File: src/rtl/hs_tx_sequencer.sv
// hs_tx_sequencer: word-level controller for the C-PHY HS transmit path.
// Sequences one HS burst per TxRequestHS assertion: preamble words, sync word,
// payload words from the symbol mapper, then post words. Words are held for
// seven symbol clocks (Phase 0..6); the serializer loads them inside Phase 0.
// Optional feature macro: HS_TX_UNDERFLOW_FILL_EN (defined: an underflow emits
// the sync word as filler and stays in DATA; undefined: an underflow ends the
// burst through POST).
`timescale 1ns/1ps

module hs_tx_sequencer #(
  parameter int unsigned PREBEGIN_WORDS = 4,
  parameter int unsigned POST_WORDS     = 1
) (
  input  logic       TxSymbolClkHS,
  input  logic       RstN,
  input  logic       TxRequestHS,
  input  logic [6:0] TxWordPolarity,
  input  logic [6:0] TxWordRotation,
  input  logic [6:0] TxWordFlip,
  input  logic       TxWordValid,
  output logic       TxWordReady,
  output logic [6:0] TxPolarity,
  output logic [6:0] TxRotation,
  output logic [6:0] TxFlip,
  output logic       HsSerializerEn,
  output logic       TxReadyHS,
  output logic       TxUnderflow,
  output logic       HsActive
);

  typedef enum logic [2:0] {
    IDLE,
    PREBEGIN,
    SYNC,
    DATA,
    POST
  } state_t;

  // Symbol encoding {Flip, Rotation, Polarity}: '3' = 011, '4' = 100
  localparam logic [6:0] PRE_FLIP  = 7'h00;
  localparam logic [6:0] PRE_ROT   = 7'h7F;
  localparam logic [6:0] PRE_POL   = 7'h7F;
  localparam logic [6:0] SYNC_FLIP = 7'b0111110;
  localparam logic [6:0] SYNC_ROT  = 7'b1000001;
  localparam logic [6:0] SYNC_POL  = 7'b1000001;
  localparam logic [6:0] POST_FLIP = 7'h7F;
  localparam logic [6:0] POST_ROT  = 7'h00;
  localparam logic [6:0] POST_POL  = 7'h00;

  localparam logic [7:0] PRE_LAST  = 8'(PREBEGIN_WORDS - 1);
  localparam logic [7:0] POST_LAST = 8'(POST_WORDS - 1);

  state_t     state;
  logic [2:0] phase;
  logic [7:0] wordCnt;
  logic       readyWin;
  logic       wrap;

  // Last symbol of the current word: next posedge presents a new word
  assign wrap = HsSerializerEn && (phase == 3'd6);

  // The accept window is registered; the request level gates it so that a
  // dropped request at Phase 6 never produces a ready pulse.
  assign TxWordReady = readyWin & TxRequestHS;

  assign HsActive = (state != IDLE);

  // Burst FSM with phase counter, word counter and registered word outputs
  always_ff @(posedge TxSymbolClkHS or negedge RstN) begin
    if (!RstN) begin
      state          <= IDLE;
      phase          <= '0;
      wordCnt        <= '0;
      readyWin       <= 1'b0;
      HsSerializerEn <= 1'b0;
      TxReadyHS      <= 1'b0;
      TxUnderflow    <= 1'b0;
      TxFlip         <= '0;
      TxRotation     <= '0;
      TxPolarity     <= '0;
    end else begin
      readyWin <= 1'b0;
      if (HsSerializerEn) begin
        phase <= (phase == 3'd6) ? 3'd0 : phase + 3'd1;
      end
      if (HsSerializerEn && (phase == 3'd5) && (state == SYNC || state == DATA)) begin
        readyWin <= 1'b1;
      end

      case (state)
        IDLE: begin
          if (TxRequestHS) begin
            state          <= PREBEGIN;
            HsSerializerEn <= 1'b1;
            phase          <= '0;
            wordCnt        <= '0;
            TxUnderflow    <= 1'b0;
            TxFlip         <= PRE_FLIP;
            TxRotation     <= PRE_ROT;
            TxPolarity     <= PRE_POL;
          end
        end

        PREBEGIN: begin
          if (wrap) begin
            if (wordCnt == PRE_LAST) begin
              state      <= SYNC;
              TxFlip     <= SYNC_FLIP;
              TxRotation <= SYNC_ROT;
              TxPolarity <= SYNC_POL;
            end else begin
              wordCnt <= wordCnt + 8'd1;
            end
          end
        end

        // SYNC and DATA both end their word with an accept window; a request
        // dropped before the sync wrap goes straight to POST with no payload.
        SYNC, DATA: begin
          if (wrap) begin
            if (!TxRequestHS) begin
              state      <= POST;
              wordCnt    <= '0;
              TxReadyHS  <= 1'b0;
              TxFlip     <= POST_FLIP;
              TxRotation <= POST_ROT;
              TxPolarity <= POST_POL;
            end else if (TxWordValid) begin
              state      <= DATA;
              TxReadyHS  <= 1'b1;
              TxFlip     <= TxWordFlip;
              TxRotation <= TxWordRotation;
              TxPolarity <= TxWordPolarity;
            end else begin
              TxUnderflow <= 1'b1;
`ifdef HS_TX_UNDERFLOW_FILL_EN
              state      <= DATA;
              TxReadyHS  <= 1'b1;
              TxFlip     <= SYNC_FLIP;
              TxRotation <= SYNC_ROT;
              TxPolarity <= SYNC_POL;
`else
              state      <= POST;
              wordCnt    <= '0;
              TxReadyHS  <= 1'b0;
              TxFlip     <= POST_FLIP;
              TxRotation <= POST_ROT;
              TxPolarity <= POST_POL;
`endif
            end
          end
        end

        POST: begin
          if (wrap) begin
            if (wordCnt == POST_LAST) begin
              state          <= IDLE;
              HsSerializerEn <= 1'b0;
              phase          <= '0;
              wordCnt        <= '0;
              TxFlip         <= '0;
              TxRotation     <= '0;
              TxPolarity     <= '0;
            end else begin
              wordCnt <= wordCnt + 8'd1;
            end
          end
        end

        default: begin
          state          <= IDLE;
          HsSerializerEn <= 1'b0;
          TxReadyHS      <= 1'b0;
        end
      endcase
    end
  end

endmodule
File: config.mk
export PLATFORM = sky130hd
export DESIGN_NAME = hs_tx_sequencer
export DESIGN_NICKNAME = d
export VERILOG_FILES = /design/src/rtl/hs_tx_sequencer.sv
export SDC_FILE = /design/constraint.sdc
export NUM_CORES = 1
export LEC_CHECK = 0
export BUFFER_PORTS_ARGS = -buffer_cell sky130_fd_sc_hd__buf_2
export CAP_MARGIN = 0
export CORE_AREA = 5 5 70 72
export DETAILED_ROUTE_END_ITERATION = 12
export DIE_AREA = 0 0 75 77
export GPL_ROUTABILITY_DRIVEN = 0
export PLACE_DENSITY_LB_ADDON = 0.2
export REMOVE_ABC_BUFFERS = 1
export SYNTH_ARGS = -nofsm -noshare
export SYNTH_HDL_FRONTEND = slang
export SYNTH_SLANG_ARGS = --single-unit
File: constraint.sdc
create_clock -name TxSymbolClkHS -period 2.9 [get_ports TxSymbolClkHS]
set_input_delay 0.29 -clock TxSymbolClkHS [delete_from_list [all_inputs] [get_ports TxSymbolClkHS]]
set_output_delay 0.29 -clock TxSymbolClkHS [all_outputs]
set_load 0.005 [all_outputs]
==> reports/metrics.yaml <==
run_status:
  status: "finished clean"
drt:
  ant_nets: 0
  wire_per_inst_um: 14.39
  drtPass1Iterations: 5
  drc_errors: 0
  vias_per_cell: 5.277
  drt_iter0_drc: 103
  wl_mm: 4.620
  vias: 1694
sta:
  setup_ws_ps: 760.3
  setup_viol: 0
  slew_viol_final: 0
  maxSlewHeadroom: 0.4190
  worstMarginPinSlew_ps: 871.4
  period_minus_slack_ps: 2140
  final_hold_viol_count: 0
  rsz0062_at_grt: "false"
  fmax_mhz: 467.4
  setup_tns_ps: 0
  period_share: 0.7378
  fin_skew_ps: 8.372
clock_network:
  clk_latency_ps: 290
  numCtsBuffers: 5
  hold_buffers: 0
  clk_pin_slew_ps: 70
  clock_path_buffers: 2
  cts_sinks: 39
  htree_levels: 2
  cts_setup_buffers: 0
  cts-root-buf: "clkbuf_8"
  post_cts_resized: 0
  cts_tree: "done"
placement:
  dp.final_hpwl_mm: 3.325
  placed_area_um2: 2265
  portBuffers: 50
  dp_cells: 313
  dp_slack_ps: 747.1
critical_path:
  timing.rr.start: "wordCnt[3]"
  reg2reg_slack_ps: 760
  reg2reg_to: "wordCnt[4]"
  cp_data_required_time_ps: 3080
  cp_max_fo: 7
  worst-r2r-cell-count: 4
  worstSetupEndpointType: "flip-flop"
  crit_end: "wordCnt[4]"
  worstSetupStartpoint: "wordCnt[3]"
  critPathArrivalTime_ps: 2320
  cp-start-kind: "flip-flop"
  path_class: "reg -> reg"
layout:
  final_cell_mix: "buf_2, dfrtp_1, nand2_1"
  finalNetCount: 295
  fillers: 402
  fin_area_um2: 2346
  n_antenna_cell: 0
  drive_gt1_frac: 0.2454
  syn2layout_area_growth_pct: 18.15
  post_layout_nonfiller_instances: 321
  final_common_cell: "buf_2"
yosys:
  muxShareOfSynthArea: 0.01638
  synth-xor-area-share: 0.004411
  yosys_warnings: 0
  yosys.area_share.simple: 0.2168
  avgSynthCellArea_um2: 8.985
  syn_inst: 221
  syn-cell-area_um2: 1986
  synth-adder-area-share: 0.01260
  synth_compound_area_frac: 0.2231
  ys_seq_area_frac: 0.4915
  synth_top_family_by_area: "compound AO/OA/AOI/OAI gates"
  ys_ff_latch: 39
  synthDistinctLibCells: 35
floorplan:
  core_area_um2: 4234
  dieArea_um2: 5775
  start_util: 0.4690
  num_rows: 24
  die-width_um: 75
  io_pins: 51
  dieHeight_um: 77
flow_run:
  cap_viol_max_count: 0
power:
  power_density_nw_per_um2: 1015
  switchingPower_mw: 0.9862
  pwr-share-seq: 0.396
  power.internal_mw: 1.394
  ir_worst_vdd_mv: 0.4367
  p_comb_frac: 0.456
  clockPowerShare: 0.148
  p_sw_frac: 0.4143
  leakagePower_nw: 1.164
global_routing:
  grt_pass1_wl_mm: 7.783
  gr-total-overflow: 0
  grt_start_max_net_pins: 43
  grt.total_usage: 0.1701
  grt_pass1_vias: 1624
  antenna_found_initial: 0
hold_path:
  hold_path_class: "in -> async"
logic make-up after synthesis:
kind of cell | after synthesis
AND/OR/NAND/NOR | 85
AO/OA/AOI/OAI | 74
flip-flops | 39
buffers and inverters | 17
multiplexers | 3
adder cells (fa/ha/maj) | 2
XOR/XNOR | 1
through the flow:
stage / hold slack (ps) / power, mW / utilization
2_1_floorplan: -5.591 / 1.634 / -
6_report: 114.6 / 2.380 / 0.5541
3_5_place_dp: 461.4 / 2.055 / 0.5349
3_3_place_gp: 452.0 / 2.021 / 0.5349
5_1_grt: 189.8 / 2.617 / 0.5541
4_1_cts: 145.4 / 2.409 / 0.5541
routing by layer:
layer  wire length, µm  vias up  part of all wire  GRT usage
li1                  -      880                 -          -
met1              2195      772              0.48     0.2320
met2              2084       37              0.45     0.2683
met3               295        5             0.064    0.04052
met4                45        0            0.0097    0.04270
met5                 0        -                 0          0
sequential cells by signal, summed over array words and instances, names as in the netlist:
signal,flops
readyWin,1
TxPolarity,7
phase,3
TxUnderflow,1
TxFlip,7
wordCnt,8
HsSerializerEn,1
TxReadyHS,1
state,3
TxRotation,7
power groups by stage:
stage          Combinational (mW)  Sequential (mW)  Clock, mW
3_3_place_gp                 1.07            0.949          0
2_1_floorplan               0.687            0.947          0
6_report                     1.09            0.943      0.352
5_1_grt                      1.25            0.979      0.385
4_1_cts                      1.10            0.944      0.362
3_5_place_dp                 1.10            0.954          0
worst max-delay path, cell delays in order (launching register included):
cell and delay, ps:
dfrtp_1 430, or4_4 590, o41ai_4 500, nor3b_2 180, a221o_1 320
synth_stat cells:
master | instances | area share
mux2_2 | 2 | 0.011
o21a_1 | 1 | 0.0038
and3_1 | 8 | 0.025
a311oi_1 | 1 | 0.0044
nand3_1 | 8 | 0.020
and4b_1 | 1 | 0.0050
or4_4 | 1 | 0.0057
nor3b_2 | 1 | 0.0063
or2_2 | 2 | 0.0063
a22o_1 | 5 | 0.022
xnor2_1 | 1 | 0.0044
a221o_1 | 1 | 0.0050
and4_1 | 1 | 0.0044
nor2_1 | 9 | 0.017
nor3b_1 | 1 | 0.0038
o21ai_1 | 3 | 0.0076
nor2b_1 | 6 | 0.019
nand4b_1 | 2 | 0.0088
nand4_1 | 4 | 0.013
o311ai_0 | 1 | 0.0044
mux2i_1 | 1 | 0.0050
inv_1 | 5 | 0.0095
nand2_1 | 37 | 0.070
ha_1 | 2 | 0.013
dfrtp_1 | 39 | 0.49
o221ai_2 | 1 | 0.0076
and2_1 | 1 | 0.0032
nand2b_1 | 3 | 0.0095
o21ai_0 | 32 | 0.081
o41ai_1 | 1 | 0.0044
a21oi_1 | 25 | 0.063
buf_2 | 5 | 0.013
o41ai_4 | 1 | 0.014
a31oi_1 | 2 | 0.0063
clkbuf_1 | 7 | 0.013
how the worst min path moves through the flow:
| stage | to | start |
|---|---|---|
| finish | TxFlip[5] | RstN |
| global route | TxFlip[3] | RstN |
| CTS | TxFlip[3] | RstN |
| detailed placement | TxFlip[5] | RstN |
| global placement | TxFlip[5] | RstN |
| floorplan | HsSerializerEn | RstN |
final cells by class:
class / instances / area (µm²) / share of cell area
Timing Repair Buffer: 52 / 265.3 / 0.1131
Inverter: 5 / 18.77 / 0.008000
Clock inverter: 1 / 5.005 / 0.002133
Multi-Input combinational cell: 165 / 939.7 / 0.4005
Sequential cell: 39 / 975.9 / 0.4160
Tap cell: 52 / 65.06 / 0.02773
Clock buffer: 7 / 76.32 / 0.03253
Power figures use the tool's default switching activity.
